## src/rtl/decode_pkg.sv

```systemverilog
// decode_pkg: shared control types, ALU opcodes and list helpers for the decode stage
package decode_pkg;

    localparam int DEF_NUM_REGS = 16;
    localparam int DEF_REG_W    = 4;
    localparam int DEF_OFFSET_W = 12;

    localparam logic [3:0] ALU_SUB = 4'b0010;
    localparam logic [3:0] ALU_RSC = 4'b0111;
    localparam logic [3:0] ALU_ADD = 4'b0100;
    localparam logic [3:0] ALU_CMP = 4'b1010;
    localparam logic [3:0] ALU_CMN = 4'b1011;

    typedef enum logic {RUN, CRACK} state_t;

    typedef enum logic [1:0] {IA, IB, DA, DB} mode_t;

    typedef struct packed {
        logic       pcs;
        logic       regw;
        logic       memtoreg;
        logic       memw;
        logic       branch;
        logic       alusrc;
        logic       byteen;
        logic       blcontrol;
        logic [3:0] alucontrol;
        logic [1:0] flagw;
        logic [1:0] immsrc;
        logic [1:0] regsrc;
    } ctrl_t;

    // arithmetic ops also update C and V, so they get FlagW[0]
    function automatic logic is_arith(input logic [3:0] op);
        return op inside {[ALU_SUB:ALU_RSC], ALU_CMP, ALU_CMN};
    endfunction

    function automatic logic [DEF_REG_W-1:0] lowest_set(input logic [DEF_NUM_REGS-1:0] list);
        lowest_set = '0;
        for (int i = DEF_NUM_REGS - 1; i >= 0; i--)
            if (list[i]) lowest_set = DEF_REG_W'(i);
    endfunction

    function automatic logic [DEF_REG_W:0] popcount(input logic [DEF_NUM_REGS-1:0] list);
        popcount = '0;
        for (int i = 0; i < DEF_NUM_REGS; i++)
            popcount = popcount + {{DEF_REG_W{1'b0}}, list[i]};
    endfunction

endpackage

```

## src/rtl/decode_core.sv

```systemverilog
// decode_core: combinational single-instruction decode of DP, LDR/STR and B/BL
module decode_core
    import decode_pkg::*;
(
    input  logic [1:0] op,
    input  logic [5:0] funct,
    input  logic [3:0] rd,
    output ctrl_t      ctrl
);

    // map op/funct to control bits; anything unrecognised stays an all-zero NOP
    always_comb begin
        ctrl = '0;
        if (op == 2'b00) begin
            ctrl.regw       = 1'b1;
            ctrl.alusrc     = funct[5];
            ctrl.alucontrol = funct[4:1];
            ctrl.flagw      = {funct[0], funct[0] & is_arith(funct[4:1])};
        end else if (op == 2'b01) begin
            ctrl.alucontrol = ALU_ADD;
            ctrl.alusrc     = ~funct[5];
            ctrl.immsrc     = 2'b01;
            ctrl.regsrc     = {~funct[0], 1'b0};
            ctrl.byteen     = funct[2];
            ctrl.regw       = funct[0];
            ctrl.memw       = ~funct[0];
            ctrl.memtoreg   = funct[0];
        end else if (op == 2'b10 && funct[5]) begin
            ctrl.branch     = 1'b1;
            ctrl.alusrc     = 1'b1;
            ctrl.immsrc     = 2'b10;
            ctrl.regsrc     = 2'b01;
            ctrl.alucontrol = ALU_ADD;
            ctrl.regw       = funct[4];
            ctrl.blcontrol  = funct[4];
        end
        ctrl.pcs = ((rd == 4'hf) & ctrl.regw) | ctrl.branch;
    end

endmodule

```

## src/rtl/decode_sequencer.sv

```systemverilog
// decode_sequencer: registered decode stage that cracks LDM/STM into one uop per cycle
module decode_sequencer
    import decode_pkg::*;
#(
    parameter int NUM_REGS      = DEF_NUM_REGS,
    parameter int REG_W         = DEF_REG_W,
    parameter int OFFSET_W      = DEF_OFFSET_W,
    parameter bit BLOCK_XFER_EN = 1'b1
) (
    input  logic                clk,
    input  logic                reset,
    input  logic                instr_valid,
    input  logic [31:0]         Instr,
    input  logic                stall,
    input  logic                flush,
    output logic                instr_ready,
    output logic                uop_valid,
    output logic                PCS,
    output logic                RegW,
    output logic                MemtoReg,
    output logic                MemW,
    output logic                BranchD,
    output logic                ALUSrc,
    output logic                ByteEnableDmem,
    output logic                BLControl,
    output logic [3:0]          ALUControl,
    output logic [1:0]          FlagW,
    output logic [1:0]          ImmSrc,
    output logic [1:0]          RegSrc,
    output logic [REG_W-1:0]    uop_Rn,
    output logic [REG_W-1:0]    uop_Rd,
    output logic [OFFSET_W-1:0] uop_offset,
    output logic                uop_wb,
    output logic [OFFSET_W-1:0] uop_wb_value
);

    state_t               state, state_d;
    mode_t                mode;
    ctrl_t                dec, ctrl_q, ctrl_d;
    logic [NUM_REGS-1:0]  rem, rem_d, list, cur_list, cur_rest;
    logic [OFFSET_W-1:0]  next_off, next_off_d, blk_wbv, blk_wbv_d;
    logic [OFFSET_W-1:0]  four_cnt, start, cur_off, cur_wbv, off_d, wbv_d;
    logic [REG_W-1:0]     blk_rn, blk_rn_d, cur_rn, cur_rd, rn_d, rd_d;
    logic                 blk_l, blk_l_d, blk_w, blk_w_d, cur_l, cur_w;
    logic                 accept, is_blk, blk_first, crack_go, emit_blk, last, nonempty;
    logic                 valid_d, wb_d;
    logic                 unused;

    decode_core u_core (
        .op    (Instr[27:26]),
        .funct (Instr[25:20]),
        .rd    (Instr[15:12]),
        .ctrl  (dec)
    );

    assign instr_ready = (state == RUN) & ~stall;
    assign accept      = instr_valid & instr_ready & ~flush;
    assign is_blk      = BLOCK_XFER_EN && (Instr[27:25] == 3'b100);
    assign list        = Instr[NUM_REGS-1:0];
    assign four_cnt    = OFFSET_W'(popcount(list)) << 2;
    assign mode        = mode_t'({~Instr[23], Instr[24]});
    assign start       = mode == IA ? '0 : mode == IB ? OFFSET_W'(4) :
                         mode == DA ? OFFSET_W'(4) - four_cnt : '0 - four_cnt;
    assign blk_first   = accept & is_blk;
    assign crack_go    = (state == CRACK) & ~stall & ~flush;
    assign emit_blk    = blk_first | crack_go;
    // the first uop comes straight from Instr, later ones from the saved context
    assign cur_list    = blk_first ? list : rem;
    assign cur_rest    = cur_list & (cur_list - NUM_REGS'(1));
    assign cur_rd      = lowest_set(cur_list);
    assign cur_l       = blk_first ? Instr[20] : blk_l;
    assign cur_w       = blk_first ? Instr[21] : blk_w;
    assign cur_rn      = blk_first ? Instr[19:16] : blk_rn;
    assign cur_off     = blk_first ? start : next_off;
    assign cur_wbv     = blk_first ? (Instr[23] ? four_cnt : '0 - four_cnt) : blk_wbv;
    assign last        = cur_rest == '0;
    assign nonempty    = |cur_list;
    assign unused      = ^{Instr[31:28], Instr[22]};

    // state and cracking context
    always_ff @(posedge clk or negedge reset) begin
        if (!reset) begin
            state    <= RUN;
            rem      <= '0;
            next_off <= '0;
            blk_wbv  <= '0;
            blk_rn   <= '0;
            blk_l    <= 1'b0;
            blk_w    <= 1'b0;
        end else begin
            state    <= state_d;
            rem      <= rem_d;
            next_off <= next_off_d;
            blk_wbv  <= blk_wbv_d;
            blk_rn   <= blk_rn_d;
            blk_l    <= blk_l_d;
            blk_w    <= blk_w_d;
        end
    end

    // stay in CRACK while bits remain; flush abandons the block
    always_comb begin
        state_d    = state;
        rem_d      = rem;
        next_off_d = next_off;
        blk_wbv_d  = blk_wbv;
        blk_rn_d   = blk_rn;
        blk_l_d    = blk_l;
        blk_w_d    = blk_w;
        if (flush) begin
            state_d = RUN;
        end else if (emit_blk) begin
            state_d    = cur_rest != '0 ? CRACK : RUN;
            rem_d      = cur_rest;
            next_off_d = cur_off + OFFSET_W'(4);
            blk_wbv_d  = cur_wbv;
            blk_rn_d   = cur_rn;
            blk_l_d    = cur_l;
            blk_w_d    = cur_w;
        end
    end

    // next uop: plain decode, or a block uop overriding the addressing controls
    always_comb begin
        valid_d = 1'b0;
        ctrl_d  = '0;
        rn_d    = '0;
        rd_d    = '0;
        off_d   = '0;
        wb_d    = 1'b0;
        wbv_d   = '0;
        if (accept && !is_blk) begin
            valid_d = 1'b1;
            ctrl_d  = dec;
            rn_d    = Instr[19:16];
            rd_d    = Instr[15:12];
        end else if (emit_blk) begin
            valid_d           = 1'b1;
            ctrl_d.alusrc     = 1'b1;
            ctrl_d.immsrc     = 2'b01;
            ctrl_d.alucontrol = ALU_ADD;
            ctrl_d.regw       = cur_l & nonempty;
            ctrl_d.memtoreg   = cur_l & nonempty;
            ctrl_d.memw       = ~cur_l & nonempty;
            ctrl_d.pcs        = cur_l & (cur_rd == REG_W'(NUM_REGS - 1));
            rn_d              = cur_rn;
            rd_d              = cur_rd;
            off_d             = cur_off;
            wb_d              = last & cur_w & nonempty;
            wbv_d             = last ? cur_wbv : '0;
        end
    end

    // output register, frozen by stall unless a flush squashes it
    always_ff @(posedge clk or negedge reset) begin
        if (!reset) begin
            uop_valid    <= 1'b0;
            ctrl_q       <= '0;
            uop_Rn       <= '0;
            uop_Rd       <= '0;
            uop_offset   <= '0;
            uop_wb       <= 1'b0;
            uop_wb_value <= '0;
        end else if (flush || !stall) begin
            uop_valid    <= valid_d;
            ctrl_q       <= ctrl_d;
            uop_Rn       <= rn_d;
            uop_Rd       <= rd_d;
            uop_offset   <= off_d;
            uop_wb       <= wb_d;
            uop_wb_value <= wbv_d;
        end
    end

    assign PCS            = ctrl_q.pcs;
    assign RegW           = ctrl_q.regw;
    assign MemtoReg       = ctrl_q.memtoreg;
    assign MemW           = ctrl_q.memw;
    assign BranchD        = ctrl_q.branch;
    assign ALUSrc         = ctrl_q.alusrc;
    assign ByteEnableDmem = ctrl_q.byteen;
    assign BLControl      = ctrl_q.blcontrol;
    assign ALUControl     = ctrl_q.alucontrol;
    assign FlagW          = ctrl_q.flagw;
    assign ImmSrc         = ctrl_q.immsrc;
    assign RegSrc         = ctrl_q.regsrc;

endmodule
```

## config.mk

```make
export PLATFORM = sky130hd
export DESIGN_NAME = decode_sequencer
export DESIGN_NICKNAME = d
export VERILOG_FILES = /design/src/rtl/decode_pkg.sv /design/src/rtl/decode_core.sv /design/src/rtl/decode_sequencer.sv
export SDC_FILE = /design/constraint.sdc
export NUM_CORES = 1
export LEC_CHECK = 0
export BUFFER_PORTS_ARGS = -buffer_cell sky130_fd_sc_hd__buf_2
export CORE_UTILIZATION = 45
export DETAILED_ROUTE_END_ITERATION = 8
export PLACE_DENSITY = 0.66
export SLEW_MARGIN = 20
export SYNTH_ARGS = -nofsm -noshare
export SYNTH_HDL_FRONTEND = slang
export SYNTH_SLANG_ARGS = --single-unit
```

## constraint.sdc

```tcl
create_clock -name clk -period 3.1 [get_ports clk]
set_clock_uncertainty 0.05 [all_clocks]
set_input_delay 0.31 -clock clk [delete_from_list [all_inputs] [get_ports clk]]
set_output_delay 0.31 -clock clk [all_outputs]
set_load 0.02 [all_outputs]
```

# ---- Yosys cells after proc, flatten, opt, wreduce, memory -nomap -nowiden
# Index checks and enable logic that the tools add are counted.
# Widths: inputs -> output; s select.
dict set report totals {
  regBits 99
  out_inout_bits 53
}
dict set report classes {
  addsub 19
  order_cmp 2
  n_eq_ne 9
  n_mux 72
  n_bitwise 23
  n_reduce_logical 14
}
# cell n
set op_table {}
lappend op_table {{$mux 12} 11}
lappend op_table {{$mux 4} 29}
lappend op_table {{$add 5x1->5} 11}
lappend op_table {{$mux 1} 20}
lappend op_table {{$and 16x16->16} 1}
lappend op_table {{$eq 4x4->1 const B} 4}
lappend op_table {{$logic_not 16->1} 1}
lappend op_table {{$mux 16} 1}
lappend op_table {{$mux 2} 8}
lappend op_table {{$reduce_bool 16->1} 1}
lappend op_table {{$reduce_or 16->1} 1}
lappend op_table {{$sub 16x1->16 const B} 1}
lappend op_table {{$and 1x1->1} 13}
lappend op_table {{$add 12x3->12 const B} 1}
lappend op_table {{$sub 1x7->8 const A} 1}
lappend op_table {{$sub 3x7->8 const A} 1}
lappend op_table {{$not 1->1} 7}
lappend op_table {{$mux 3} 2}
lappend op_table {{$add 4x1->5} 1}
lappend op_table {{$mux 5} 1}
lappend op_table {{$add 3x1->4} 1}
lappend op_table {{$eq 2x1->1 const B} 2}
lappend op_table {{$eq 2x2->1 const B} 2}
lappend op_table {{$ge 4x2->1 const B} 1}
lappend op_table {{12 further kinds} 17}

# ---- Logic depth before layout (Yosys ltp)
dict set report logic_depth {
  word_depth 26
  mapped_depth 21
  mapped_depth_nobuf 20
}

# ---- By module
# A second synthesis with hierarchy kept.
dict set report unflattened {
  cells_unflattened 635
  area_unflattened_um2 5775.5
}
# module n_inst cells_per_inst area_per_inst_um2 seq_area_each_um2
set by_module_without_submodules {}
lappend by_module_without_submodules {decode_sequencer 1 608 5612.9 2452.4}
lappend by_module_without_submodules {decode_core 1 27 162.7 0.0}

# ---- Worst setup path before layout
# Ideal clock, no wire load.
dict set report synth_path {
  kind {input-to-reg}
  from {input Instr[0]}
  to {register next_off[11]}
  setup_time_ns 0.129
  arrival_time_ns 5.307
  slack_ns -2.386
  stages 18
  n_path_buf 1
  cell_sequence {clkbuf_1 -> inv_1 -> fa_1 -> fa_1 -> fa_1 -> fa_1 -> inv_1 -> ha_1 -> fa_1 -> xnor2_1 -> ha_1 -> nor2_1 -> or4_4 -> a2bb2oi_2 -> or3_4 -> a2111oi_4 -> xnor2_1 -> o21ai_2}
}
dict set report synth_via {
  elab_chain_cells 21
  word_cells_on_any_way 22
}
# element line
set synth_rtl {}
lappend synth_rtl {{start: declaration} decode_sequencer.sv:13} ;# input logic [31:0] Instr,
lappend synth_rtl {{$add 1x1->2 *} decode_pkg.sv:47} ;# popcount = popcount + {{DEF_REG_W{1'b0}}, list[i]};
lappend synth_rtl {{$add 2x1->3 *} decode_pkg.sv:47}
lappend synth_rtl {{$add 3x1->4 *} decode_pkg.sv:47}
lappend synth_rtl {{$add 4x1->5 *} decode_pkg.sv:47}
lappend synth_rtl {{$add 5x1->5 * (11 in series)} decode_pkg.sv:47}
lappend synth_rtl {{$sub 1x7->8 / $sub 3x7->8 (equally long branches)} decode_sequencer.sv:63} ;# mode == DA ? OFFSET_W'(4) - four_cnt : '0 - four_cnt;
lappend synth_rtl {{$mux 12 *} decode_sequencer.sv:63}
lappend synth_rtl {{$mux 12 * (2 in series)} decode_sequencer.sv:62} ;# assign start = mode == IA ? '0 : mode == IB ? OFFSET_W'(4) :
lappend synth_rtl {{$mux 12 *} decode_sequencer.sv:74} ;# assign cur_off = blk_first ? start : next_off;
lappend synth_rtl {{$add 12x3->12 *} decode_sequencer.sv:115} ;# next_off_d = cur_off + OFFSET_W'(4);
lappend synth_rtl {{end signal: assignment} decode_sequencer.sv:93} ;# next_off <= next_off_d;
lappend synth_rtl {{end: declaration} decode_sequencer.sv:41} ;# logic [OFFSET_W-1:0] next_off, next_off_d, blk_wbv, blk_wbv_d;
# Every way passes the cells marked *; elsewhere a longest branch is shown, timed or not.
# A chain may end at the register's enable or synchronous reset.

# ---- Final worst setup path
dict set report layout_path {
  from {input Instr[3]}
  to {register next_off[8]}
}
dict set report layout_via {
  elab_chain_cells 19
  word_cells_on_any_way 20
}
# element line
set layout_rtl {}
lappend layout_rtl {{$add 3x1->4 *} decode_pkg.sv:47}
lappend layout_rtl {{$add 4x1->5 *} decode_pkg.sv:47}
lappend layout_rtl {{$add 5x1->5 * (11 in series)} decode_pkg.sv:47}
lappend layout_rtl {{$sub 1x7->8 / $sub 3x7->8 (equally long branches)} decode_sequencer.sv:63}
lappend layout_rtl {{$mux 12 *} decode_sequencer.sv:63}
lappend layout_rtl {{$mux 12 * (2 in series)} decode_sequencer.sv:62}
lappend layout_rtl {{$mux 12 *} decode_sequencer.sv:74}
lappend layout_rtl {{$add 12x3->12 *} decode_sequencer.sv:115}
# Marked as above.

==> report_table.html <==
<table>
<tr><th>Metric</th><th>Value</th></tr>
<tr><th colspan="2">Run status</th></tr>
<tr><td>Outcome</td><td>finished, violations left</td></tr>
<tr><td>Violations in the final reports</td><td>DRC, setup timing</td></tr>
<tr><th colspan="2">Drt</th></tr>
<tr><td>First-iteration detailed-routing DRC count</td><td>between 300 and 400</td></tr>
<tr><td>Mean number of vias per cell</td><td>about 6</td></tr>
<tr><td>Post-route ant nets</td><td>0</td></tr>
<tr><td>Wirelength per Cell</td><td>a little under 20 um</td></tr>
<tr><td>Drt pass-1 iters</td><td>8</td></tr>
<tr><td>Via count</td><td>5184</td></tr>
<tr><td>Routed wire length</td><td>16880 um</td></tr>
<tr><td>Count of unresolved DRC violations after routing</td><td>3</td></tr>
<tr><th colspan="2">Yosys</th></tr>
<tr><td>Sequential element share of the synthesized area</td><td>0.4414</td></tr>
<tr><td>Biggest area consumer among synthesized cells</td><td>sky130_fd_sc_hd__dfrtp_1</td></tr>
<tr><td>Number of instances in the synthesized netlist</td><td>578</td></tr>
<tr><td>EDFF count, synth</td><td>0</td></tr>
<tr><td>Top post-synthesis cells by area</td><td>sky130_fd_sc_hd__dfrtp_1 44%, sky130_fd_sc_hd__nand2_1 4.5%, sky130_fd_sc_hd__o21ai_0 3.8%</td></tr>
<tr><td>Cell area after technology mapping</td><td>around 0.0054 mm2</td></tr>
<tr><td>#FFs+latches synth</td><td>96</td></tr>
<tr><td>Post-synth cell types</td><td>slightly above 70</td></tr>
<tr><td>Mapped Nets</td><td>approximately 630</td></tr>
<tr><td>Share of the synthesized area in the top cell type</td><td>0.4414</td></tr>
<tr><td>Post-synthesis average cell area</td><td>roughly 9.4 um2</td></tr>
<tr><td>Async set-reset flop share out of synthesis</td><td>1.000</td></tr>
<tr><td>Warnings, synthesis</td><td>0</td></tr>
<tr><td>Primary flip-flop cell chosen by synthesis mapping</td><td>sky130_fd_sc_hd__dfrtp_1</td></tr>
<tr><th colspan="2">Clocking</th></tr>
<tr><td>Clock insertion delay at the later pin of the skew report</td><td>approximately 0.35 ns</td></tr>
<tr><td>Number of clock sinks seen by CTS</td><td>96</td></tr>
<tr><td>Number of levels in the clock H-tree</td><td>3</td></tr>
<tr><td>Clock-pin slew reported for the worst setup and hold paths after clock tree synthesis</td><td>~0.060 ns</td></tr>
<tr><td>Root buffer selected by CTS</td><td>sky130_fd_sc_hd__clkbuf_16</td></tr>
<tr><td>Buffer levels on the longest clock path</td><td>2</td></tr>
<tr><td>Number of buffers added by the clock tree synthesis step</td><td>9</td></tr>
<tr><td>TritonCTS clock tree</td><td>built</td></tr>
<tr><th colspan="2">STA</th></tr>
<tr><td>Final hold violations</td><td>0</td></tr>
<tr><td>Total negative setup slack</td><td>-43.93 ns</td></tr>
<tr><td>Least setup slack across all paths after layout</td><td>-1.799 ns</td></tr>
<tr><td>Worst slew margin relative to its limit</td><td>0.5233</td></tr>
<tr><td>Slew at the pin with the worst max-slew slack</td><td>about 0.7 ns</td></tr>
<tr><td>Final worst path period share</td><td>1.580</td></tr>
<tr><td>Endpoints failing setup</td><td>38</td></tr>
<tr><td>Maximum clock rate</td><td>204.1 MHz</td></tr>
<tr><td>Final worst path period need</td><td>about 5 ns</td></tr>
<tr><td>Max-slew violations</td><td>0</td></tr>
<tr><td>Setup repair after global routing missed its margin</td><td>true</td></tr>
<tr><th colspan="2">Floorplan</th></tr>
<tr><td>Full die area</td><td>0.01254 mm2</td></tr>
<tr><td>Die width</td><td>between 100 and 150 um</td></tr>
<tr><td>I/O pin total</td><td>90</td></tr>
<tr><td>Floorplan die height</td><td>roughly 110 um</td></tr>
<tr><td>Core Footprint</td><td>around 0.012 mm2</td></tr>
<tr><td>Floorplan row count</td><td>39</td></tr>
<tr><td>Effective utilization at floorplan</td><td>0.4686</td></tr>
<tr><th colspan="2">GRT</th></tr>
<tr><td>Aggregate global routing overflow</td><td>0</td></tr>
<tr><td>Vias in the first global route</td><td>roughly 5200</td></tr>
<tr><td>First-pass GRT wire length</td><td>roughly 28000 um</td></tr>
<tr><td>Pin count of the biggest net entering global routing</td><td>57</td></tr>
<tr><td>Global-route usage over all layers</td><td>0.2869</td></tr>
<tr><td>Antenna violations before repair</td><td>0</td></tr>
<tr><th colspan="2">Placement</th></tr>
<tr><td>HPWL after detailed placement</td><td>roughly 13000 um</td></tr>
<tr><td>Final weighted congestion of routability-driven global placement</td><td>about 0.9</td></tr>
<tr><td>Port buffer count</td><td>85</td></tr>
<tr><td>Worst-case setup slack after placement</td><td>-2.206 ns</td></tr>
<tr><td>Area after DPL</td><td>0.006601 mm2</td></tr>
<tr><th colspan="2">Power</th></tr>
<tr><td>Power density cells</td><td>710.3 mW/mm2</td></tr>
<tr><td>Standby leakage power</td><td>approximately 0.0035 uW</td></tr>
<tr><td>Total chip power</td><td>around 5100 uW</td></tr>
<tr><td>IR drop worst, VDD</td><td>around 0.00047 V</td></tr>
<tr><th colspan="2">Cells and area</th></tr>
<tr><td>Area occupied by multi-input gates</td><td>about 0.003 mm2</td></tr>
<tr><td>Final Net Count</td><td>just under 800</td></tr>
<tr><td>Final Core Density</td><td>0.6183</td></tr>
<tr><td>Leading cell type in the layout, fill and taps excluded</td><td>sky130_fd_sc_hd__dfrtp_1</td></tr>
<tr><td>Sequential cell area</td><td>0.002402 mm2</td></tr>
<tr><td>Area of all placed cells without fillers</td><td>0.007181 mm2</td></tr>
<tr><td>Leading cell types in the layout, fill and taps excluded</td><td>96 x sky130_fd_sc_hd__dfrtp_1, 78 x sky130_fd_sc_hd__buf_2, 77 x sky130_fd_sc_hd__buf_4</td></tr>
<tr><td>Area growth from synthesis to final layout</td><td>31.93%</td></tr>
<tr><td>Filler Cells Inserted</td><td>slightly below 1000</td></tr>
<tr><td># diodes</td><td>0</td></tr>
<tr><td>Share of layout cells above drive strength 1</td><td>0.3251</td></tr>
<tr><th colspan="2">Critical path</th></tr>
<tr><td>Critical path data required time</td><td>around 3.3 ns</td></tr>
<tr><td>Crit end category</td><td>flip-flop</td></tr>
<tr><td>Arrival time of data at the critical path endpoint</td><td>between 5 and 6 ns</td></tr>
<tr><td>Category of the most critical setup path</td><td>input port to flip-flop</td></tr>
<tr><td>Startpoint types</td><td>input port</td></tr>
<tr><td>Peak fanout along the critical path</td><td>4</td></tr>
<tr><th colspan="2">Flow run</th></tr>
<tr><td>Maxcap violations</td><td>0</td></tr>
<tr><th colspan="2">Hold path</th></tr>
<tr><td>Path type of the worst min-delay path</td><td>input port to flip-flop</td></tr>
</table>
==> routing by layer <==
metal | share of wire | vias to the layer above | GRT usage
met1 | 0.41 | 2544 | 0.3711
met2 | 0.50 | 196 | 0.4828
li1 | - | 2407 | -
met4 | 0.029 | 0 | 0.1058
met5 | 0 | - | 0
met3 | 0.059 | 37 | 0.05063
==> Yosys cell counts (3+ instances only) <==
master                     number
sky130_fd_sc_hd__a21o_1         7
sky130_fd_sc_hd__a21oi_1       36
sky130_fd_sc_hd__a221o_1        4
sky130_fd_sc_hd__a222oi_1       3
sky130_fd_sc_hd__a22o_1        22
sky130_fd_sc_hd__a22oi_1        4
sky130_fd_sc_hd__a31o_2         3
sky130_fd_sc_hd__a31oi_1        4
sky130_fd_sc_hd__a32o_1         3
sky130_fd_sc_hd__and2_1         9
sky130_fd_sc_hd__buf_1          5
sky130_fd_sc_hd__buf_2          4
sky130_fd_sc_hd__clkbuf_1      27
sky130_fd_sc_hd__dfrtp_1       96
sky130_fd_sc_hd__fa_1          10
sky130_fd_sc_hd__ha_1           8
sky130_fd_sc_hd__inv_1         32
sky130_fd_sc_hd__mux2i_1        7
sky130_fd_sc_hd__nand2_1       65
sky130_fd_sc_hd__nand2b_1       3
sky130_fd_sc_hd__nand3_1       15
sky130_fd_sc_hd__nand4_1        4
sky130_fd_sc_hd__nor2_1        35
sky130_fd_sc_hd__nor2b_1        8
sky130_fd_sc_hd__nor3_1        14
sky130_fd_sc_hd__nor3b_1        3
sky130_fd_sc_hd__nor4_1         8
sky130_fd_sc_hd__o211ai_1       8
sky130_fd_sc_hd__o21a_1         5
sky130_fd_sc_hd__o21ai_0       41
sky130_fd_sc_hd__o22ai_1        5
sky130_fd_sc_hd__o311ai_0       3
sky130_fd_sc_hd__o31ai_1       10
sky130_fd_sc_hd__o41ai_1        6
sky130_fd_sc_hd__or3_1          5
sky130_fd_sc_hd__or4_1          3
sky130_fd_sc_hd__xnor2_1        4
sky130_fd_sc_hd__xor2_1         6
==> power by group <==
group	switching, uW	internal [uW]	leakage (uW)
logic	1240	1220	0.00206
clock network	472	653	0.000151
registers	122	1390	0.00129
total	1840	3260	0.00351
==> metrics by stage <==
step / instances / hold slack [ns]
2_1_floorplan: 578 / -0.03559
3_3_place_gp: 840 / 0.3436
3_5_place_dp: 840 / 0.3564
4_1_cts: 873 / 0.1251
5_1_grt: 869 / 0.1382
6_report: 869 / 0.1294
==> registers in the layout, summed over array words and instances, names as in the netlist, 2 cells and up <==
signal / count
blk_wbv: 12
uop_offset: 12
uop_wb_value: 12
FlagW: 2
rem: 15
uop_Rn: 4
blk_rn: 4
ALUControl: 4
uop_Rd: 4
next_off: 12
==> worst max-delay path: stages <==
cell                        delay [ns]
sky130_fd_sc_hd__buf_8            0.08
sky130_fd_sc_hd__inv_4            0.03
sky130_fd_sc_hd__fa_1             0.57
sky130_fd_sc_hd__fa_1             0.45
sky130_fd_sc_hd__fa_1             0.49
sky130_fd_sc_hd__fa_1             0.52
sky130_fd_sc_hd__inv_2            0.05
sky130_fd_sc_hd__ha_4             0.16
sky130_fd_sc_hd__fa_2             0.55
sky130_fd_sc_hd__inv_2            0.06
sky130_fd_sc_hd__ha_4             0.26
sky130_fd_sc_hd__nor2_2           0.03
sky130_fd_sc_hd__or4_4            0.43
sky130_fd_sc_hd__a2bb2oi_4        0.16
sky130_fd_sc_hd__nand2b_4         0.15
sky130_fd_sc_hd__or3_4            0.35
sky130_fd_sc_hd__or4_1            0.40
sky130_fd_sc_hd__nand3_1          0.09
==> path summary, 6_finish.rpt <==
check / depth (start not counted) / endpoint / slack (ns) / startpoint
max: 18 / next_off[8] / -1.80 / Instr[3]
max reg2reg: 9 / uop_wb_value[9] / 0.17 / state
min reg2reg: 2 / blk_w / 0.42 / blk_w
min in group asynchronous: 2 / rem[1] / 0.50 / reset
max in group asynchronous: 3 / uop_Rd[3] / 1.80 / reset
min: 3 / blk_rn[2] / 0.13 / Instr[18]
==> area by class of cell <==
cell class	instances	area share
flip-flops and latches	96	0.3346
clock inverters	5	0.008538
well taps	143	0.02492
inverters	32	0.01742
repair buffers	170	0.1629
clock buffers	11	0.03380
multi-input cells	412	0.4178
==> logic make-up after synthesis <==
logic type / after synthesis / synth area share
buffers and inverters: 70 / 0.05058
muxes: 9 / 0.01701
and+or+nand+nor: 187 / 0.1733
adders and majority gates: 20 / 0.05885
DFF: 96 / 0.4414
xor gates and xnor gates: 11 / 0.02023
AOI/OAI and AO/OA: 185 / 0.2386
==> what timing repair did <==
item,in CTS,in global routing
resized for setup,41,10
hold endpoints to repair,39,0
setup endpoints to repair,39,39
pin swaps,17,13
gates cloned,0,0
hold buffers,1,0
setup buffers,16,4
Note: power is estimated with default switching activity, not from simulation.
